<file path="config.mk">
export PLATFORM = sky130hd
export DESIGN_NAME = iommu_fq_writer
export DESIGN_NICKNAME = d
export VERILOG_FILES = /design/src/rtl/iommu_fq_writer.sv
export SDC_FILE = /design/constraint.sdc
export NUM_CORES = 1
export LEC_CHECK = 0
export ABC_AREA = 1
export CAP_MARGIN = 10
export CORE_ASPECT_RATIO = 1.75
export CORE_MARGIN = 2
export CORE_UTILIZATION = 45
export DETAILED_ROUTE_END_ITERATION = 8
export PLACE_DENSITY = 0.77
export SETUP_SLACK_MARGIN = 0.2
export SLEW_MARGIN = 10
export SYNTH_ARGS = -nofsm -noshare
export SYNTH_HDL_FRONTEND = slang
export SYNTH_SLANG_ARGS = --single-unit
</file>
<file path="constraint.sdc">
create_clock -name clk_i -period 4.35 [get_ports clk_i]
set_input_delay 0.87 -clock clk_i [delete_from_list [all_inputs] [get_ports clk_i]]
set_output_delay 0.87 -clock clk_i [all_outputs]
set_load 0.05 [all_outputs]
</file>
<file path="src/rtl/iommu_fq_writer.sv">
// IOMMU fault-queue writer: packs fault events into 256-bit records and writes them
// as four 64-bit beats into the in-memory fault queue, then advances the tail.
module iommu_fq_writer #(
    parameter int unsigned FQ_IDX_W = 8,
    parameter int unsigned PPN_W    = 44
) (
    input  logic                clk_i,
    input  logic                rst_ni,
    input  logic                fqen_i,
    input  logic                fqie_i,
    input  logic [PPN_W-1:0]    fqb_ppn_i,
    input  logic [4:0]          fqb_log2szm1_i,
    input  logic [FQ_IDX_W-1:0] fqh_i,
    input  logic                fqof_clr_i,
    input  logic                fqmf_clr_i,
    input  logic                fip_clr_i,
    input  logic                ev_valid_i,
    output logic                ev_ready_o,
    input  logic [11:0]         ev_cause_i,
    input  logic [5:0]          ev_ttyp_i,
    input  logic [23:0]         ev_did_i,
    input  logic [19:0]         ev_pid_i,
    input  logic                ev_pv_i,
    input  logic                ev_priv_i,
    input  logic [63:0]         ev_iotval_i,
    input  logic [63:0]         ev_iotval2_i,
    output logic                mem_req_o,
    input  logic                mem_gnt_i,
    output logic [63:0]         mem_addr_o,
    output logic [63:0]         mem_wdata_o,
    output logic                mem_last_o,
    input  logic                mem_rvalid_i,
    input  logic                mem_rerr_i,
    output logic [FQ_IDX_W-1:0] fqt_o,
    output logic                fqof_o,
    output logic                fqmf_o,
    output logic                fip_o
);

    localparam int unsigned BaseW = PPN_W + 12;

    typedef enum logic [1:0] {StIdle, StWrite, StWaitResp} state_e;

    state_e              state_q;
    logic [1:0]          beat_q;
    logic [255:0]        rec_q;
    logic [BaseW-1:0]    base_q;
    logic [FQ_IDX_W-1:0] tail_q;
    logic [FQ_IDX_W-1:0] mask_q;
    logic                abort_q;
    logic [FQ_IDX_W-1:0] fqt_q;
    logic                fqof_q;
    logic                fqmf_q;
    logic                fip_q;
    logic                req_q;
    logic                last_q;
    logic                ready_q;

    logic [5:0]          log2sz;
    logic [FQ_IDX_W-1:0] sz_mask;
    logic [FQ_IDX_W-1:0] cur_tail;
    logic [FQ_IDX_W-1:0] cur_next;
    logic [FQ_IDX_W-1:0] resp_next;
    logic [255:0]        ev_rec;

    // Queue size mask from the live size field, saturated at the index width.
    always_comb begin
        log2sz = 6'(fqb_log2szm1_i) + 6'd1;
        if (log2sz > 6'(FQ_IDX_W)) begin
            log2sz = 6'(FQ_IDX_W);
        end
        sz_mask = '0;
        for (int unsigned i = 0; i < FQ_IDX_W; i++) begin
            sz_mask[i] = (6'(i) < log2sz);
        end
    end

    // Tail/next at accept use the current size; completion uses the size latched at accept.
    always_comb begin
        cur_tail  = fqt_q & sz_mask;
        cur_next  = (cur_tail + FQ_IDX_W'(1)) & sz_mask;
        resp_next = (tail_q + FQ_IDX_W'(1)) & mask_q;
    end

    // Record packing, LSB first; custom and reserved words are zero.
    always_comb begin
        ev_rec = {ev_iotval2_i, ev_iotval_i, 32'h0, 32'h0,
                  ev_did_i, ev_ttyp_i, ev_priv_i, ev_pv_i, ev_pid_i, ev_cause_i};
    end

    // Beat address/data derive only from registers, so they hold while a grant is pending.
    always_comb begin
        mem_addr_o  = 64'(base_q) + (64'(tail_q) << 5) + (64'(beat_q) << 3);
        mem_wdata_o = rec_q[{beat_q, 6'd0} +: 64];
    end

    // Main FSM; flag clears are applied first so a same-cycle set overrides them.
    always_ff @(posedge clk_i or negedge rst_ni) begin
        if (!rst_ni) begin
            state_q <= StIdle;
            beat_q  <= '0;
            rec_q   <= '0;
            base_q  <= '0;
            tail_q  <= '0;
            mask_q  <= '0;
            abort_q <= 1'b0;
            fqt_q   <= '0;
            fqof_q  <= 1'b0;
            fqmf_q  <= 1'b0;
            fip_q   <= 1'b0;
            req_q   <= 1'b0;
            last_q  <= 1'b0;
            ready_q <= 1'b0;
        end else begin
            if (fqof_clr_i) fqof_q <= 1'b0;
            if (fqmf_clr_i) fqmf_q <= 1'b0;
            if (fip_clr_i)  fip_q  <= 1'b0;

            case (state_q)
                StIdle: begin
                    ready_q <= 1'b1;
                    // Disabled or flagged queues silently drop the event.
                    if (ev_valid_i && ready_q && fqen_i && !fqof_q && !fqmf_q) begin
                        if (cur_next == fqh_i) begin
                            fqof_q <= 1'b1;
                        end else begin
                            rec_q   <= ev_rec;
                            base_q  <= {fqb_ppn_i, 12'h000};
                            tail_q  <= cur_tail;
                            mask_q  <= sz_mask;
                            beat_q  <= '0;
                            abort_q <= 1'b0;
                            req_q   <= 1'b1;
                            last_q  <= 1'b0;
                            ready_q <= 1'b0;
                            state_q <= StWrite;
                        end
                    end
                end
                StWrite: begin
                    if (!fqen_i) abort_q <= 1'b1;
                    if (mem_gnt_i) begin
                        if (beat_q == 2'd3) begin
                            req_q   <= 1'b0;
                            last_q  <= 1'b0;
                            state_q <= StWaitResp;
                        end else begin
                            beat_q <= beat_q + 2'd1;
                            last_q <= (beat_q == 2'd2);
                        end
                    end
                end
                StWaitResp: begin
                    if (!fqen_i) abort_q <= 1'b1;
                    if (mem_rvalid_i) begin
                        state_q <= StIdle;
                        ready_q <= 1'b1;
                        if (mem_rerr_i) begin
                            fqmf_q <= 1'b1;
                        end else if (fqen_i && !abort_q) begin
                            fqt_q <= resp_next;
                            if (fqie_i) fip_q <= 1'b1;
                        end
                    end
                end
                default: begin
                    state_q <= StIdle;
                    req_q   <= 1'b0;
                    last_q  <= 1'b0;
                    ready_q <= 1'b0;
                end
            endcase

            // Disabling the queue resets the tail regardless of state.
            if (!fqen_i) fqt_q <= '0;
        end
    end

    assign ev_ready_o = ready_q;
    assign mem_req_o  = req_q;
    assign mem_last_o = last_q;
    assign fqt_o      = fqt_q;
    assign fqof_o     = fqof_q;
    assign fqmf_o     = fqmf_q;
    assign fip_o      = fip_q;

endmodule
</file>
; ---- Word level (Yosys, flattened, before mapping)
; Cells that the tools add are included.
[classes]
n_eq_ne = 16
mux = 47
n_addsub = 6
bitwise_logic = 6
shift = 1
n_reduce_logical = 20
n_lt_le_gt_ge = 9
[op_table]
columns = op, n
row1 = $shiftx A256 B9 Y64, 1
row2 = $add A57 B5 Y58, 1
row3 = $add A56 B13 Y57, 1
row4 = $mux W8, 5
row5 = $mux W1, 26
row6 = $and A8 B8 Y8, 3
row7 = $lt A3 B6 Y1 const A, 4
row8 = $mux W2, 9
row9 = $add A8 B1 Y8 const B, 2
row10 = $ne A2 B2 Y1 const B, 8
row11 = $reduce_and A5 Y1, 3
row12 = $lt A1 B6 Y1 const A, 2
row13 = $lt A2 B6 Y1 const A, 2
row14 = $reduce_and A4 Y1, 3
row15 = $pmux W1 S3, 3
row16 = $eq A8 B8 Y1, 1
row17 = $add A5 B1 Y6 const B, 1
row18 = $eq A2 B2 Y1 const B, 3
row19 = $gt A6 B4 Y1 const B, 1
row20 = $mux W6, 1
row21 = $ne A2 B1 Y1 const B, 3
row22 = $pmux W2 S3, 1
row23 = $logic_and A1 B1 Y1, 5
row24 = $pmux W2 S2, 1
row25 = other kinds (10), 15
[word_totals]
register_bits = 271
elab_cells = 119
output_inout_bits = 142

; ---- Depth between registers and ports, before layout
; Gate-level depths: netlist of the first run.
[depth]
depth_word = 11
mapped_depth = 25
mapped_depth_nobuf = 23

; ---- Worst setup path before layout of the first run
; Ideal clock, no wire load.
[synth_timing]
path_type = flip-flop to output port
start = register tail_q[7]
end = output port mem_addr_o[48]
t_arrival_ps = 3161
path_stages_with_launch = 18
required_time_ps = 3480
path_buffers = 0
path_slack_ps = 319
cell_sequence = dfrtp_1 ha_1 ha_1 and3_1 nand2_1 nor2_2 nand3_1 nor2_1 nand4_1 nor2_1 nand3_1 nor2_1 nand2_1 nor3_2 nand2_1 nor2_1 nand3_1 xor2_1
[synth_via]
elab_chain_len = 2
[synth_lines]
columns = element, line
row1 = from (decl), 48  ; logic [FQ_IDX_W-1:0] tail_q;
row2 = from (signal assigned), 129  ; tail_q <= cur_tail;
row3 = $add A56 B13 Y57, 93  ; mem_addr_o = 64'(base_q) + (64'(tail_q) << 5) + (64'(beat_q) << 3);
row4 = $add A57 B5 Y58, 93
row5 = to (decl), 29  ; output logic [63:0] mem_addr_o,
; Every way passes these cells.

; ---- Worst setup path in the final report of the first run
[layout_timing]
start = register tail_q[7]
end = output port mem_addr_o[32]
; The elaborated chain is that of the path after synthesis.

==> summary.txt, run 1 <==
DIE WIDTH: 135 um
Overflow after GRT: 0
Crit-path max FO: 2
Post-synth top area share: 50.4%
Vias in the first global route: 13.2k
Number of flops mapped to enable cells by yosys: 0
PwrDens: 728 nW/um^2
Least-Margin Pin Slew: 0.895 ns
Hold Path Class: in2async
Num ports: 402
Final setup skew: 0.0116 ns
Slew HR: 40.3%
Vias: 13.3k
First-pass GRT wire length: 69700 um
Minimum clock period: 4.36 ns
Avg Inst Size Synth: 7.83 sq um
TritonCTS clock tree: done
Largest net degree at the start of global routing: 132
Row count: 83
Num CTS Buffers: 25
Max-slew violations: 0
Synth-to-Final Area Change: 44.1%
Initial antenna violation count: 2
Place WS: -0.136 ns
Die area: 31300 sq um
Crit start category: flop
Port Buf Inserts: 391
Post-detailed-route count of antenna-violating nets: 0
Top-count cell post-synth: nand2_1
Final Hold Vio Count: 0
Synth warn: 0
Finish-stage setup viols: 1
RSZ-0062 raised after global routing: yes
WL final: 46100 um
Die Y: 233 um
H-tree levels: 1
Drt pass-1 iters: 5
DPL Wire Length: 32600 um
Final worst slack: -0.00872 ns
Final worst path period share: 100%
Placed cell areas: 17900 sq um
Post-route setup TNS: -0.00872 ns
Arr. time, crit path: 3.49 ns
# nets final: 2387
Async set-or-reset flop fraction in the synthesized netlist: 100%
Req. time, crit path: 3.48 ns
Residual DRC: 0
Root Driver: clkbuf_16
Violated checks: setup timing
Leakage dissipation: 9.23 nW
Clk buf depth: 3
Clk sinks: 271
Largest cells by area after synthesis: dfrtp_1, nand2_1, inv_1
Share of post-route cells with drive strength above 1: 8.91%
Sequential fraction of the synthesis area: 50.4%
# Max-Cap Violations: 0
Count of cell types in the netlist: 37
Max Freq: 229 MHz
Top cells by count, synth: nand2_1, dfrtp_1, inv_1, nor2_1, o21ai_1
DRT iter0 DRCs: 952
Skew-Pair Late Insertion Delay: 0.53 ns
R2R depth: 17
#FFs+latches synth: 271
Synth area leader: dfrtp_1
Initial Util: 45.8%
Worst vdd ir: 0.000557 V
Total GRT Usage: 28.5%
Worst Setup Path Type: reg2out
CP Capture Type: output port
Most common flop cell mapped by yosys: dfrtp_1
Run status: finished with violations
Synth Cell Area: 13400 sq um
Design area: 19400 sq um
Via/cell ratio: 5.27
Syn Inst Count: 1717
Core box area: 29400 sq um
Reg clk slew, reported paths: 0.07 ns
WL/cell: 18.3 um
Routability cong.: 1.01
==> per-layer routing <==
metal	global-route usage (%)	vias up	wire length (um)	part of all wire [%]
li1	-	6231	-	-
met1	30.2	6259	15700	34
met2	52.5	619	24700	53
met3	4.68	157	3000	6.5
met4	16.4	2	2710	5.9
met5	0	-	13	0.028
==> registers in the layout, summed over array words and instances (netlist names) <==
| signal | cells |
|---|---|
| ev_ready_o | 1 |
| mask_q | 8 |
| rec_q | 192 |
| fqof_o | 1 |
| base_q | 44 |
| state_q | 2 |
| abort_q | 1 |
| mem_req_o | 1 |
| tail_q | 8 |
| fqt_o | 8 |
| mem_last_o | 1 |
| fip_o | 1 |
| fqmf_o | 1 |
| beat_q | 2 |
==> area by class of cell <==
class / count / area [sq um]
fillers: 2430 / 10000
flip-flops and latches: 271 / 6790
multi-input cells: 1205 / 5800
repair buffers: 463 / 4980
clock buffers: 38 / 734
inverters: 150 / 563
well taps: 382 / 478
clock inverters: 5 / 28.8
diodes: 2 / 5.00
==> cell usage in the layout (no fill, tap or decap), types with 8 or more instances in the layout <==
master and n:
nand2_1 649, clkdlybuf4s50_1 361, dfrtp_1 268, inv_1 144, o21ai_1 101, nor2_1 93, o21ai_0 72, o22ai_1 66
nand3_1 54, buf_4 38, xor2_1 32, clkbuf_16 29, buf_12 29, nand4_1 24, buf_6 20, nor3_1 15
nor4_1 12, conb_1 10, nand2_2 9, ha_1 8
==> report_power, final <==
group          total [W]  switching (W)  internal (W)
Clock            0.00211       0.000949       0.00116
Combinational    0.00773        0.00512       0.00261
Sequential       0.00427       0.000641       0.00363
Total             0.0141        0.00671       0.00740
==> final timing paths <==
| check | from | to | slack, ns |
|---|---|---|---|
| worst max-delay path | tail_q[7] | mem_addr_o[32] | -0.009 |
| worst min-delay path | rst_ni | base_q[20] | 0.22 |
| worst max register to register | fqt_o[0] | base_q[34] | 1.60 |
| worst min register to register | rec_q[161] | rec_q[161] | 0.47 |
| max in group asynchronous | rst_ni | rec_q[219] | 3.06 |
| min in group clk_i | rec_q[161] | rec_q[161] | 0.47 |
==> through the flow <==
step           util [%]  hold slack, ns  instances  power, W
6_report           65.9           0.224       2516    0.0141
5_1_grt            65.9           0.248       2515    0.0149
4_1_cts            64.8           0.235       2502    0.0140
3_5_place_dp       60.9           0.453       2434    0.0118
3_3_place_gp       60.9           0.448       2434    0.0117
2_1_floorplan         -           0.437       1726   0.00901
==> critical path, stage by stage, from the launching register on <==
cell	delay (ns)
dfrtp_2	0.44
ha_4	0.19
ha_4	0.15
and3_4	0.19
nand2_4	0.07
nor2_4	0.04
nand3_2	0.08
nor2_4	0.04
nand4_1	0.11
nor2_2	0.05
buf_4	0.14
buf_6	0.11
buf_6	0.11
buf_6	0.11
buf_6	0.10
buf_6	0.10
buf_6	0.10
buf_6	0.10
buf_6	0.10
buf_6	0.10
buf_6	0.10
nand2_2	0.05
xor2_1	0.16
buf_4	0.22
==> what timing repair did <==
action / CTS / global route
endpoints found under the setup margin: 23 / 168
pin swaps: 12 / 11
cloned: 0 / 3
gates resized for setup: 48 / 30
hold buffers: 0 / 0
setup buffers: 25 / 9
==> kinds of logic (layout without fill, tap and decap cells) <==
logic type | after synthesis | after routing | synth area share, %
flip-flops | 271 | 271 | 50.4
AO/OA/AOI/OAI | 249 | 249 | 10.0
AND/OR/NAND/NOR | 890 | 890 | 27.0
XOR/XNOR | 45 | 45 | 2.93
other | 1 | 12 | 0.0279
buffers and inverters | 250 | 656 | 8.56
adder cells (fa/ha/maj) | 11 | 11 | 1.02
(Power assumes the default switching activity.)
==> inputs of run 2 (changes only) <==
--- a/config.mk
+++ b/config.mk
@@ -5,9 +5,8 @@
 export SDC_FILE = /design/constraint.sdc
 export NUM_CORES = 1
 export LEC_CHECK = 0
-export ABC_AREA = 1
 export CAP_MARGIN = 10
-export CORE_ASPECT_RATIO = 1.75
+export CORE_ASPECT_RATIO = 1.1
 export CORE_MARGIN = 2
 export CORE_UTILIZATION = 45
 export DETAILED_ROUTE_END_ITERATION = 8
==> run 2 against run 1 <==
Compared with the run above:
- the run now ends clean
- non-clock buffer count rose by 40
- synthesized cell count fell by 35%
- clock-buffer cell count rose by 7
- critical path type is now in2reg
- largest power group unchanged
==> summary.txt, run 2 <==
Part of the power in registers: 31.9% (was 30.3%)
#FFs+latches synth: 271 (unchanged)
Total GRT Usage: 24.3% (was 28.5%)
DIE WIDTH: 168 um (was 135 um)
Final setup skew: 0.0223 ns (was 0.0116 ns)
Count of cell types in the netlist: 65 (was 37)
NetSw: 0.00592 W (was 0.00671 W)
Arr. time, crit path: 4.53 ns (was 3.49 ns)
Final worst path period share: 94.2% (was 100%)
# Max-Cap Violations: 0 (unchanged)
Total Power: 0.0143 W (was 0.0141 W)
Clk buf depth: 3 (unchanged)
Largest cells by area after synthesis: dfrtp_1, mux2_1, mux2i_1 (was dfrtp_1, nand2_1, inv_1)
Max FFs per register: 192 (unchanged)
Fillcell total: 2141 (was 2430)
Synth-to-Final Area Change: 50.0% (was 44.1%)
Core box area: 29400 sq um (about the same)
Worst Setup Path Type: in2reg (was reg2out)
Multi-input logic area: 6350 sq um (was 5800 sq um)
Clock power frac: 18.1% (was 14.9%)
Final worst slack: 0.251 ns (was -0.00872 ns)
Port Buf Inserts: 391 (unchanged)
Most common cell on crit path: buf_12 (was buf_6)
Cell-by-cell trace of the critical path: buf_8, ha_4, xnor2_4, a211oi_4, nor3_2, nor2_2, nor2b_2, ha_2, xnor2_2, o2111a_1, a31oi_1, a211oi_1, nand4_1, nand4b_1, o311ai_4, buf_6, buf_12, buf_12, buf_12, buf_8, buf_6, mux2_4 (was ha_4, ha_4, and3_4, nand2_4, nor2_4, nand3_2, nor2_4, nand4_1, nor2_2, buf_4, buf_6, buf_6, buf_6, buf_6, buf_6, buf_6, buf_6, buf_6, buf_6, buf_6, nand2_2, xor2_1, buf_4)
Crit-path max FO: 8 (was 2)
DRT iter0 DRCs: 596 (was 952)
Largest net degree at the start of global routing: 99 (was 132)
Synth warn: 0 (unchanged)
CP Capture Type: flop (was output port)
Place WS: -0.751 ns (was -0.136 ns)
Reg clk slew, reported paths: 0.06 ns (was 0.07 ns)
Synth area leader: dfrtp_1 (unchanged)
Max-slew violations: 0 (unchanged)
Pint: 0.00837 W (was 0.00740 W)
Largest register by flop count: rec_q (unchanged)
Num CTS Buffers: 29 (was 25)
Residual DRC: 0 (unchanged)
# nets final: 1861 (was 2387)
Vias: 10.6k (was 13.3k)
Critical Path Slowest Stage Cell: o311ai_4 (was dfrtp_2)
PwrDens: 712 nW/um^2 (was 728 nW/um^2)
Root Driver: clkbuf_16 (unchanged)
WL/cell: 19.6 um (was 18.3 um)
Minimum clock period: 4.10 ns (was 4.36 ns)
Vias in the first global route: 11.0k (was 13.2k)
Commonest non-fill, non-tap cell in the layout: clkdlybuf4s50_1 (was nand2_1)
Initial Util: 45.5% (was 45.8%)
Row count: 66 (was 83)
Die Y: 185 um (was 233 um)
WL final: 39000 um (was 46100 um)
Req. time, crit path: 4.78 ns (was 3.48 ns)
FF+latch area: 6790 sq um (about the same)
Logic pwr share: 50.0% (was 54.8%)
Skew-Pair Late Insertion Delay: 0.55 ns (was 0.53 ns)
Overflow after GRT: 0 (unchanged)
Hold WS: 0.321 ns (was 0.224 ns)
Final Hold Vio Count: 0 (unchanged)
Top cells by count, synth: dfrtp_1, mux2_1, nand2_1, o21ai_0, mux2i_1 (was nand2_1, dfrtp_1, inv_1, nor2_1, o21ai_1)
First-pass GRT wire length: 59800 um (was 69700 um)
Max Freq: 244 MHz (was 229 MHz)
Worst vdd ir: 0.000527 V (was 0.000557 V)
Run status: finished clean (was finished with violations)
Post-detailed-route count of antenna-violating nets: 0 (unchanged)
Leakage dissipation: 8.35 nW (was 9.23 nW)
Die area: 31100 sq um (was 31300 sq um)
RSZ-0062 raised after global routing: yes (unchanged)
Clk sinks: 271 (unchanged)
Drt pass-1 iters: 4 (was 5)
Crit start category: primary input (was flop)
Share of post-route cells with drive strength above 1: 17.1% (was 8.91%)
Synth Cell Area: 13400 sq um (about the same)
Async set-or-reset flop fraction in the synthesized netlist: 100% (unchanged)
Hold Path Class: in2async (unchanged)
Finish-stage setup viols: 0 (was 1)
Syn Inst Count: 1122 (was 1717)
Commonest cells after routing, fill and taps aside: clkdlybuf4s50_1, dfrtp_1, mux2_1, nand2_1, o21ai_0 (was nand2_1, clkdlybuf4s50_1, dfrtp_1, inv_1, o21ai_1)
Initial antenna violation count: 2 (unchanged)
Avg Inst Size Synth: 11.9 sq um (was 7.83 sq um)
Via/cell ratio: 5.34 (was 5.27)
Slew HR: 58.9% (was 40.3%)
Least-Margin Pin Slew: 0.611 ns (was 0.895 ns)
Max stage delay on crit path: 0.34 ns (was 0.44 ns)
Sequential fraction of the synthesis area: 50.7% (was 50.4%)
Sw Ratio: 41.4% (was 47.6%)
H-tree levels: 1 (unchanged)
DPL Wire Length: 27400 um (was 32600 um)
Largest registers: rec_q (192), base_q (44) (unchanged)
Routability cong.: 0.879 (was 1.01)
Post-synth top area share: 50.7% (was 50.4%)
Most common flop cell mapped by yosys: dfrtp_1 (unchanged)
Number of flops mapped to enable cells by yosys: 0 (unchanged)
Top-count cell post-synth: dfrtp_1 (was nand2_1)
TritonCTS clock tree: done (unchanged)
Num ports: 402 (unchanged)
-- run 2: worst paths after layout --
path	endpoint	cells after the start	start	slack, ns
max in group asynchronous	rec_q[244]	2	rst_ni	3.06
max	rec_q[54]	22	fqb_log2szm1_i[0]	0.25
min in group clk_i	mask_q[4]	2	mask_q[4]	0.48
max reg2reg	rec_q[54]	16	fqt_o[0]	0.94
min reg2reg	mask_q[4]	2	mask_q[4]	0.48
min	base_q[55]	1	rst_ni	0.32
-- run 2: power groups by stage --
stage	logic (W)	registers [W]	clock network, W
after floorplan	0.00450	0.00433	0
after CTS	0.00709	0.00454	0.00263
final	0.00715	0.00456	0.00259
after detailed placement	0.00682	0.00457	0
after global placement	0.00670	0.00450	0
after global routing	0.00753	0.00470	0.00275
-- run 2: layout make-up --
cell class | count | share of cell area [%]
Inverter | 15 | 0.280
Clock buffer | 45 | 4.46
Clock inverter | 8 | 0.617
Tap cell | 374 | 2.33
Sequential cell | 271 | 33.8
Antenna cell | 2 | 0.0249
Timing Repair Buffer | 503 | 26.9
Multi-Input combinational cell | 770 | 31.6
-- run 2: per-layer routing --
metal  part of all wire, %  up-vias  global-route usage, %  wire length [um]
li1                      -     4878                      -                 -
met1                    39     5249                   28.4             15200
met2                    51      424                   43.7             19800
met3                   8.5       55                   7.29              3320
met4                   1.9        0                   5.69               738
met5                     0        -                      0                 0
-- run 2: worst max-delay path, delay by kind of cell --
kind	cells	cell delay, ns
buffers and inverters	7	0.82
AO/OA/AOI/OAI	5	1.08
multiplexers	1	0.29
XOR/XNOR	2	0.32
AND/OR/NAND/NOR	5	0.74
adder cells (fa/ha/maj)	2	0.39
-- run 2: repair_timing --
item                                    4_1_cts  5_1_grt
endpoints found under the setup margin      278      249
gates cloned                                  6        2
hold endpoints to repair                      0        0
hold buffers                                  0        0
pin swaps                                    15       10
setup buffers                                25       10
gates resized for setup                      59       36
-- run 2: per-stage QoR --
stage	setup TNS, ns	area [sq um]	instances	util, %
after floorplan	0	13500	1131	-
after global routing	0	20100	1988	68.3
after detailed placement	-177.52	18200	1890	61.9
after CTS	0	19800	1974	67.4
final	0	20100	1988	68.3
after global placement	-131.29	18200	1890	61.9
-- run 2: logic make-up after synthesis --
group,count (synthesis),synth area share (%)
buffers and inverters,90,4.44
other,1,0.0280
adder cells (fa/ha/maj),11,1.03
multiplexers,305,25.0
AO/OA/AOI/OAI,147,6.70
AND/OR/NAND/NOR,243,8.51
XOR/XNOR,54,3.59
flip-flops,271,50.7
